==> src/rtl/led_ctrl_pkg.sv <==
// Shared definitions for the LED controller: channel modes, register field layout
// and the channel-count limit that sets the address width.
package led_ctrl_pkg;

   typedef enum logic [1:0] {
      MODE_OFF   = 2'b00,
      MODE_ON    = 2'b01,
      MODE_BLINK = 2'b10,
      MODE_PWM   = 2'b11
   } mode_e;

   localparam int MODE_LSB   = 0;
   localparam int MODE_W     = 2;
   localparam int DUTY_LSB   = 2;
   localparam int PERIOD_LSB = 16;

   localparam int MAX_CH     = 256;
   localparam int ADDR_W     = $clog2(MAX_CH);

endpackage

==> src/rtl/led_chan.sv <==
// One LED channel: control register, blink timer and registered output mux.
// Define LED_CTRL_PWM_EN to store the duty field and enable the PWM comparison.
module led_chan
   import led_ctrl_pkg::*;
#(
   parameter int CNT_W = 16,
   parameter int PWM_W = 8
) (
   input  logic             clk,
   input  logic             rst_n,
   input  logic             we,
   input  logic [1:0]       wr_mode,
   input  logic [CNT_W-1:0] wr_period,
`ifdef LED_CTRL_PWM_EN
   input  logic [PWM_W-1:0] wr_duty,
   input  logic [PWM_W-1:0] pwm_cnt,
`endif
   output logic [31:0]      reg_word,
   output logic             led
);

   mode_e            mode_q;
   logic [CNT_W-1:0] period_q;
   logic [CNT_W-1:0] cnt_q;
   logic             phase_q;
   logic             led_d;
`ifdef LED_CTRL_PWM_EN
   logic [PWM_W-1:0] duty_q;
`endif

   // Any write restarts the blink sequence from the off phase, whatever the new mode.
   always_ff @(posedge clk) begin
      if (!rst_n) begin
         mode_q   <= MODE_OFF;
         period_q <= '0;
         cnt_q    <= '0;
         phase_q  <= 1'b0;
      end else if (we) begin
         mode_q   <= mode_e'(wr_mode);
         period_q <= wr_period;
         cnt_q    <= '0;
         phase_q  <= 1'b0;
      end else if (mode_q == MODE_BLINK) begin
         if (cnt_q == period_q) begin
            cnt_q   <= '0;
            phase_q <= ~phase_q;
         end else begin
            cnt_q   <= cnt_q + 1'b1;
         end
      end
   end

`ifdef LED_CTRL_PWM_EN
   always_ff @(posedge clk) begin
      if (!rst_n) begin
         duty_q <= '0;
      end else if (we) begin
         duty_q <= wr_duty;
      end
   end
`endif

   always_comb begin
      led_d = 1'b0;
      case (mode_q)
         MODE_ON:    led_d = 1'b1;
         MODE_BLINK: led_d = phase_q;
`ifdef LED_CTRL_PWM_EN
         MODE_PWM:   led_d = (pwm_cnt < duty_q);
`endif
         default:    led_d = 1'b0;
      endcase
   end

   always_ff @(posedge clk) begin
      if (!rst_n) begin
         led <= 1'b0;
      end else begin
         led <= led_d;
      end
   end

   always_comb begin
      reg_word                          = '0;
      reg_word[MODE_LSB +: MODE_W]      = mode_q;
      reg_word[PERIOD_LSB +: CNT_W]     = period_q;
`ifdef LED_CTRL_PWM_EN
      reg_word[DUTY_LSB +: PWM_W]       = duty_q;
`else
      reg_word[DUTY_LSB +: PWM_W]       = '0;
`endif
   end

endmodule

==> src/rtl/led_ctrl.sv <==
// Multi-channel LED controller: register decode, read port and shared PWM counter.
// Define LED_CTRL_PWM_EN to build the PWM counter and mode 11 support.
module led_ctrl
   import led_ctrl_pkg::*;
#(
   parameter int NUM_CH = 4,
   parameter int CNT_W  = 16,
   parameter int PWM_W  = 8
) (
   input  logic              i_clk,
   input  logic              i_rst_n,
   input  logic              i_we,
   input  logic              i_re,
   input  logic [ADDR_W-1:0] i_addr,
   input  logic [31:0]       i_wdata,
   output logic [31:0]       o_rdata,
   output logic              o_rvalid,
   output logic [NUM_CH-1:0] o_leds
);

   logic [31:0] reg_word [NUM_CH];
   logic [31:0] rd_word;
   logic [31:0] rdata_p1;
   logic        vld_p1;
   logic        unused_wdata;

   // Fields outside the channel layout are simply dropped.
   assign unused_wdata = ^i_wdata;

`ifdef LED_CTRL_PWM_EN
   logic [PWM_W-1:0] pwm_cnt;

   always_ff @(posedge i_clk) begin
      if (!i_rst_n) begin
         pwm_cnt <= '0;
      end else begin
         pwm_cnt <= pwm_cnt + 1'b1;
      end
   end
`endif

   for (genvar g = 0; g < NUM_CH; g++) begin : g_chan
      led_chan #(
         .CNT_W (CNT_W),
         .PWM_W (PWM_W)
      ) u_chan (
         .clk       (i_clk),
         .rst_n     (i_rst_n),
         .we        (i_we && (i_addr == ADDR_W'(g))),
         .wr_mode   (i_wdata[MODE_LSB +: MODE_W]),
         .wr_period (i_wdata[PERIOD_LSB +: CNT_W]),
`ifdef LED_CTRL_PWM_EN
         .wr_duty   (i_wdata[DUTY_LSB +: PWM_W]),
         .pwm_cnt   (pwm_cnt),
`endif
         .reg_word  (reg_word[g]),
         .led       (o_leds[g])
      );
   end

   // Out-of-range addresses match no channel and read back as zero.
   always_comb begin
      rd_word = '0;
      for (int c = 0; c < NUM_CH; c++) begin
         if (i_addr == ADDR_W'(c)) begin
            rd_word = reg_word[c];
         end
      end
   end

   // Read stage p1: sampled before any same-cycle write lands.
   always_ff @(posedge i_clk) begin
      if (!i_rst_n) begin
         vld_p1   <= 1'b0;
         rdata_p1 <= '0;
      end else begin
         vld_p1   <= i_re;
         rdata_p1 <= i_re ? rd_word : '0;
      end
   end

   assign o_rdata  = rdata_p1;
   assign o_rvalid = vld_p1;

endmodule

==> config.mk <==
export PLATFORM = sky130hd
export DESIGN_NAME = led_ctrl
export DESIGN_NICKNAME = d
export VERILOG_FILES = /design/src/rtl/led_ctrl_pkg.sv /design/src/rtl/led_chan.sv /design/src/rtl/led_ctrl.sv
export SDC_FILE = /design/constraint.sdc
export NUM_CORES = 1
export LEC_CHECK = 0
export BUFFER_PORTS_ARGS = -buffer_cell sky130_fd_sc_hd__buf_2
export CORE_MARGIN = 2
export CORE_UTILIZATION = 50
export DETAILED_ROUTE_END_ITERATION = 10
export PLACE_DENSITY_LB_ADDON = 0.2
export SYNTH_ARGS = -nofsm -noshare
export SYNTH_HDL_FRONTEND = slang
export SYNTH_SLANG_ARGS = --single-unit
==> constraint.sdc <==
create_clock -name i_clk -period 2.1 [get_ports i_clk]
set_input_delay 0.315 -clock i_clk [delete_from_list [all_inputs] [get_ports i_clk]]
set_output_delay 0.315 -clock i_clk [all_outputs]
set_load 0.05 [all_outputs]
# Yosys cells after proc, flatten, opt, wreduce, memory -nomap -nowiden
# Index checks and enable logic that the tools add are counted.
dict set report op_classes {
  bitwise_logic 6
  add_sub_neg 4
  muxes 12
  n_reduce_logical 15
  n_eq_ne 15
}
# cell n
set ops {}
lappend ops {{2-to-1 mux 32 bit} 4}
lappend ops {{adder 16 x 1 -> 16 bit (second input constant)} 4}
lappend ops {{== test 16 bit} 4}
lappend ops {{2-to-1 mux 16 bit} 4}
lappend ops {{== test 8 x 2 -> 1 bit (second input constant)} 2}
lappend ops {{AND reduction 2 bit} 5}
lappend ops {{== test 2 x 1 -> 1 bit (second input constant)} 4}
lappend ops {{== test 2 bit (second input constant)} 4}
lappend ops {{== test 8 x 1 -> 1 bit (second input constant)} 1}
lappend ops {{zero test 8 bit} 1}
lappend ops {{case mux 1 bit (2 select lines)} 4}
lappend ops {{OR reduction 2 bit} 4}
lappend ops {{inverter 1 bit} 6}
lappend ops {{OR reduction 5 bit} 1}
lappend ops {{logical AND 1 bit} 4}
dict set report totals {
  ff_bits 177
  inputBits 44
}

# Longest topological paths before layout
dict set report logic_depth {
  depth_word 5
  mapped_depth 8
  depth_no_buf 7
}

# Modules after synthesis
# A second synthesis with hierarchy kept.
dict set report unflattened {
  cells_unflattened 856
  hier_area_um2 8846.0
}
# module area_per_inst_um2 cells_each seq_area_each_um2 instances
set by_module_without_submodules {}
lappend by_module_without_submodules {led_chan 1740.4 182 720.7 4}
lappend by_module_without_submodules {led_ctrl 1884.3 128 660.6 1}

# Least setup slack after synthesis
# OpenSTA, ideal clock, no wires.
dict set report synth_timing {
  path_kind {in2reg}
  start {input port i_addr[7]}
  end {register g_chan[1].u_chan.cnt_q[10]}
  path_slack_ns 0.395
  stages 6
  setup_time_ns 0.117
  arrival_time_ns 1.588
  cell_sequence {nor4_4 nand4_2 and2_1 o21ai_2 buf_2 nor2_1}
}
dict set report synth_via {
  elab_chain_len 3
}
# item line
set synth_lines {}
lappend synth_lines {{start, declared} led_ctrl.sv:14} ;# input logic [ADDR_W-1:0] i_addr,
lappend synth_lines {{== test 8 x 1 -> 1 bit} led_ctrl.sv:49} ;# .we (i_we && (i_addr == ADDR_W'(g))),
lappend synth_lines {{logical AND 1 bit} led_ctrl.sv:49}
lappend synth_lines {{OR reduction 2 bit (no source line)} --}
lappend synth_lines {{end signal, assigned} led_chan.sv:48} ;# cnt_q <= cnt_q + 1'b1;
lappend synth_lines {{end, declared} led_chan.sv:24} ;# logic [CNT_W-1:0] cnt_q;
# No other way between the ends.
# A chain may end at the register's enable or synchronous reset.

# Worst setup path after layout
dict set report layout_timing {
  start {register g_chan[1].u_chan.cnt_q[5]}
  end {register g_chan[1].u_chan.cnt_q[5]}
}
dict set report layout_via {
  elab_chain_len 2
  word_cells_on_any_way 3
  cone_classes {1 x add/sub; 1 x eq/ne; 1 x mux}
}
# item line
set layout_lines {}
lappend layout_lines {{adder 16 x 1 -> 16 bit / == test 16 bit (equally long branches)} {led_chan.sv:48, led_chan.sv:44}}
lappend layout_lines {{2-to-1 mux 16 bit *} led_chan.sv:44} ;# if (cnt_q == period_q) begin
# Mark *: on every way between the ends. The rest lies on a longest branch, timed or not.

==> results.md <==
* Status: finished clean
* Critical path startpoint category: register
* WP depth at 6
* Fin nets at 965
* Drt first pass iters at 6
* First-pass GRT wire length at 29,160 µm
* Number of synthesized flops with an enable pin at 0
* FFs w/ async S/R, synth at 0%
* CP endpoint kind: register
* Max FO, Critical Path at 16
* Skew final at 8.255 ps
* Critical path class: reg -> reg
* Via count at 5,787
* Clk buf depth at 2
* Hold worst-path end: o_rvalid$_SDFF_PN0_
* LEAKAGE at 3.874 nW
* PortBufs at 52
* Part of the power in registers at 46.9%
* CTS tree: done
* Unrepaired setup endpoints after global routing: false
* Number of top-level pins at 81
* Hold buffer count at CTS at 0
* Grt ovf at 0
* Register-to-Register Setup Slack at 420 ps
* Post-DR wirelength/cell at 16.17 µm
* Hold_ws at 121.4 ps
* Reg-to-reg endpoint: g_chan[1].u_chan.cnt_q[5]$_SDFFE_PP0N_
* Hold Path Cell Cnt at 2
* Die Footprint at 16,310 µm²
* Crit-path leading delay family: simple AND/OR/NAND/NOR gates
* Slew headroom at 65.04%
* Final Instance Area at 8712 µm²
* CP Data Arrival Time at 1990 ps
* Seq/Total Area, Yosys at 42.64%
* CTS Buf Count at 17
* Pwr Density at 758.7 nW/µm²
* Vias in the first global route at 5,470
* P_sw at 0.001460 W
* Worst path cell trace: xor2_1, nor4_1, nand4_1, o21ai_2, buf_4, nor2_1
* Critical path buffers and inverters at 1
* Row cnt at 45
* Power share of the combinational group at 4.1%
* Min-delay worst type: in -> reg
* Die Wd at 127.7 µm
* DRC at 0
* Final RePlAce weighted congestion at 0.8220
* Fin crit period at 1676 ps
* Clock edge transition at the registers on the reported setup and hold paths at 70 ps
* Initial cell density of the core at 50.71%
* Via/cell ratio at 5.214
* CP max stage cell: dfxtp_1
* # setup viols final at 0
* Antenna viol nets, final at 0
* Mapped Cells at 855
* Clk Latency, worst-skew pair at 420 ps
* Measured slew at the worst slew-check pin at 522.4 ps
* Area growth, synth to finish at 13.85%
* Htree depth at 4
* P_int at 0.005150 W
* Core area at 15,090 µm²
* WL final at 17,950 µm
* Clk root buf: clkbuf_16
* Final antenna diode count at 0
* Sw frac at 22.09%
* PostCTS Resize Cnt at 0
* Fin crit share at 79.81%
* Synthesis-stage register bit count at 163
* Most common cell after layout, fill and taps aside: dfxtp_1
* Power Total at 0.006610 W
* Hold wc startpoint: i_re
* Fmax at 596.6 MHz
* Req. time, crit path at 2410 ps
* Largest net degree at the start of global routing at 34
* Reg-to-reg startpoint: g_chan[1].u_chan.cnt_q[5]$_SDFFE_PP0N_
* Final HPWL DP at 13,230 µm
* Setup repair bufs after CTS at 0
* Max VDD drop at 0.6024 mV
* All-layer global routing usage at 22.98%
* Synthesized area per cell at 8.950 µm²
* Max Cap Viol at 0
* Final Hold Vio Count at 0
* Clk sinks at 163
* Antenna violations before repair at 0
* DR iter-0 viols at 407
* Clk pwr share at 49.0%
* R2R depth at 6
* Die Y at 127.7 µm
* Final max-slew violation count at 0
* Share of cells above drive strength 1 at 14.43%
* Cell area after placement at 8094 µm²
* Top_reg_cell synth: dfxtp_1
* Library cells used by synthesis at 34
* Leading cell types in the layout, fill and taps excluded: 163 x dfxtp_1, 98 x nor2_1, 98 x nand2_1, 94 x xor2_1, 52 x buf_2
* Count of warnings emitted by yosys at 0
* Crit-path max cell delay at 450 ps
* Setup TNS at 0 ps
* Synthesized area at 7652 µm²
[per-stage QoR]
step / setup WS, ps / utilization, % / cells
2_1_floorplan: 394.6 / - / 868
3_3_place_gp: 271.3 / 53.64 / 1078
3_5_place_dp: 225.5 / 53.64 / 1078
4_1_cts: 424.1 / 57.74 / 1110
5_1_grt: 168.5 / 57.74 / 1110
6_report: 424.0 / 57.74 / 1110
[state kept, by name (all words and copies together) (netlist names)]
signal and flops:
g_chan.u_chan.cnt_q 64, g_chan.u_chan.led 4, g_chan.u_chan.period_q 64, g_chan.u_chan.mode_q 8, g_chan.u_chan.phase_q 4, o_rvalid 1, o_rdata 18
[layout make-up]
class | instances | area (µm²)
clock buffers | 21 | 470.5
clock inverters | 11 | 147.6
fillers | 1369 | 6377
inverters | 15 | 56.30
multi-input cells | 634 | 4084
flip-flops and latches | 163 | 3263
well taps | 188 | 235.2
repair buffers | 78 | 455.4
[per-layer routing]
| layer | vias to the layer above | part of all wire [%] | GRT usage (%) |
|---|---|---|---|
| met4 | 0 | 1.7 | 5.882 |
| met1 | 2694 | 48 | 31.08 |
| met2 | 115 | 46 | 37.06 |
| met3 | 22 | 3.9 | 5.593 |
| li1 | 2956 | - | - |
| met5 | - | 0 | 0 |
[power groups by stage]
stage	Sequential (W)	Clock [W]	Combinational, W
final	0.00310	0.00324	0.000274
after detailed placement	0.00317	0	0.000271
after CTS	0.00310	0.00329	0.000272
after global routing	0.00310	0.00342	0.000290
after global placement	0.00317	0	0.000271
after floorplan	0.00317	0	0.000183
[cell usage after synthesis, drive strengths merged (12+ instances only)]
cell type  number  area (µm²)
a21boi         39       292.8
buf            31       203.9
clkbuf         25       93.84
dfxtp         163        3263
ha             12       150.1
inv            15       56.30
mux2           16       180.2
mux2i          40       400.4
nand2          98       367.9
nand3          18       90.09
nand4          30       200.2
nor2           99       374.1
nor2b          39       244.0
nor3           30       150.1
nor4           19       133.9
o22ai          18       112.6
xnor2          30       262.8
xor2           94       823.3
[worst register-to-register path, cell delays in order (launching register included)]
cell and delay [ps]:
dfxtp_1 450, xor2_1 120, nor4_1 310, nand4_1 220, o21ai_2 160, buf_4 240, nor2_1 80
[kinds of logic (layout without fill, tap and decap cells)]
family | after synthesis | after routing | share of synthesized area, %
compound gates | 72 | 72 | 6.508
xor+xnor | 124 | 124 | 14.19
fa+ha+maj | 12 | 12 | 1.962
buf+inv | 71 | 125 | 4.627
flops | 163 | 163 | 42.64
mux | 56 | 56 | 7.587
other cells | 1 | 14 | 0.04900
simple gates | 356 | 356 | 22.43
[worst max-delay path by stage]
stage | from | endpoint | slack (ps)
after floorplan | i_addr[7] | g_chan[1].u_chan.cnt_q[10]$_SDFFE_PP0N_ | 390
after global placement | i_addr[7] | g_chan[1].u_chan.cnt_q[13]$_SDFFE_PP0N_ | 270
after detailed placement | i_addr[7] | g_chan[3].u_chan.period_q[8]$_SDFFE_PN0P_ | 230
after CTS | g_chan[2].u_chan.cnt_q[3]$_SDFFE_PP0N_ | g_chan[2].u_chan.cnt_q[14]$_SDFFE_PP0N_ | 420
after global routing | g_chan[3].u_chan.cnt_q[0]$_SDFFE_PP0N_ | g_chan[3].u_chan.phase_q$_SDFFE_PP0P_ | 170
final | g_chan[1].u_chan.cnt_q[5]$_SDFFE_PP0N_ | g_chan[1].u_chan.cnt_q[5]$_SDFFE_PP0N_ | 420
Power figures use the tool's default switching activity.
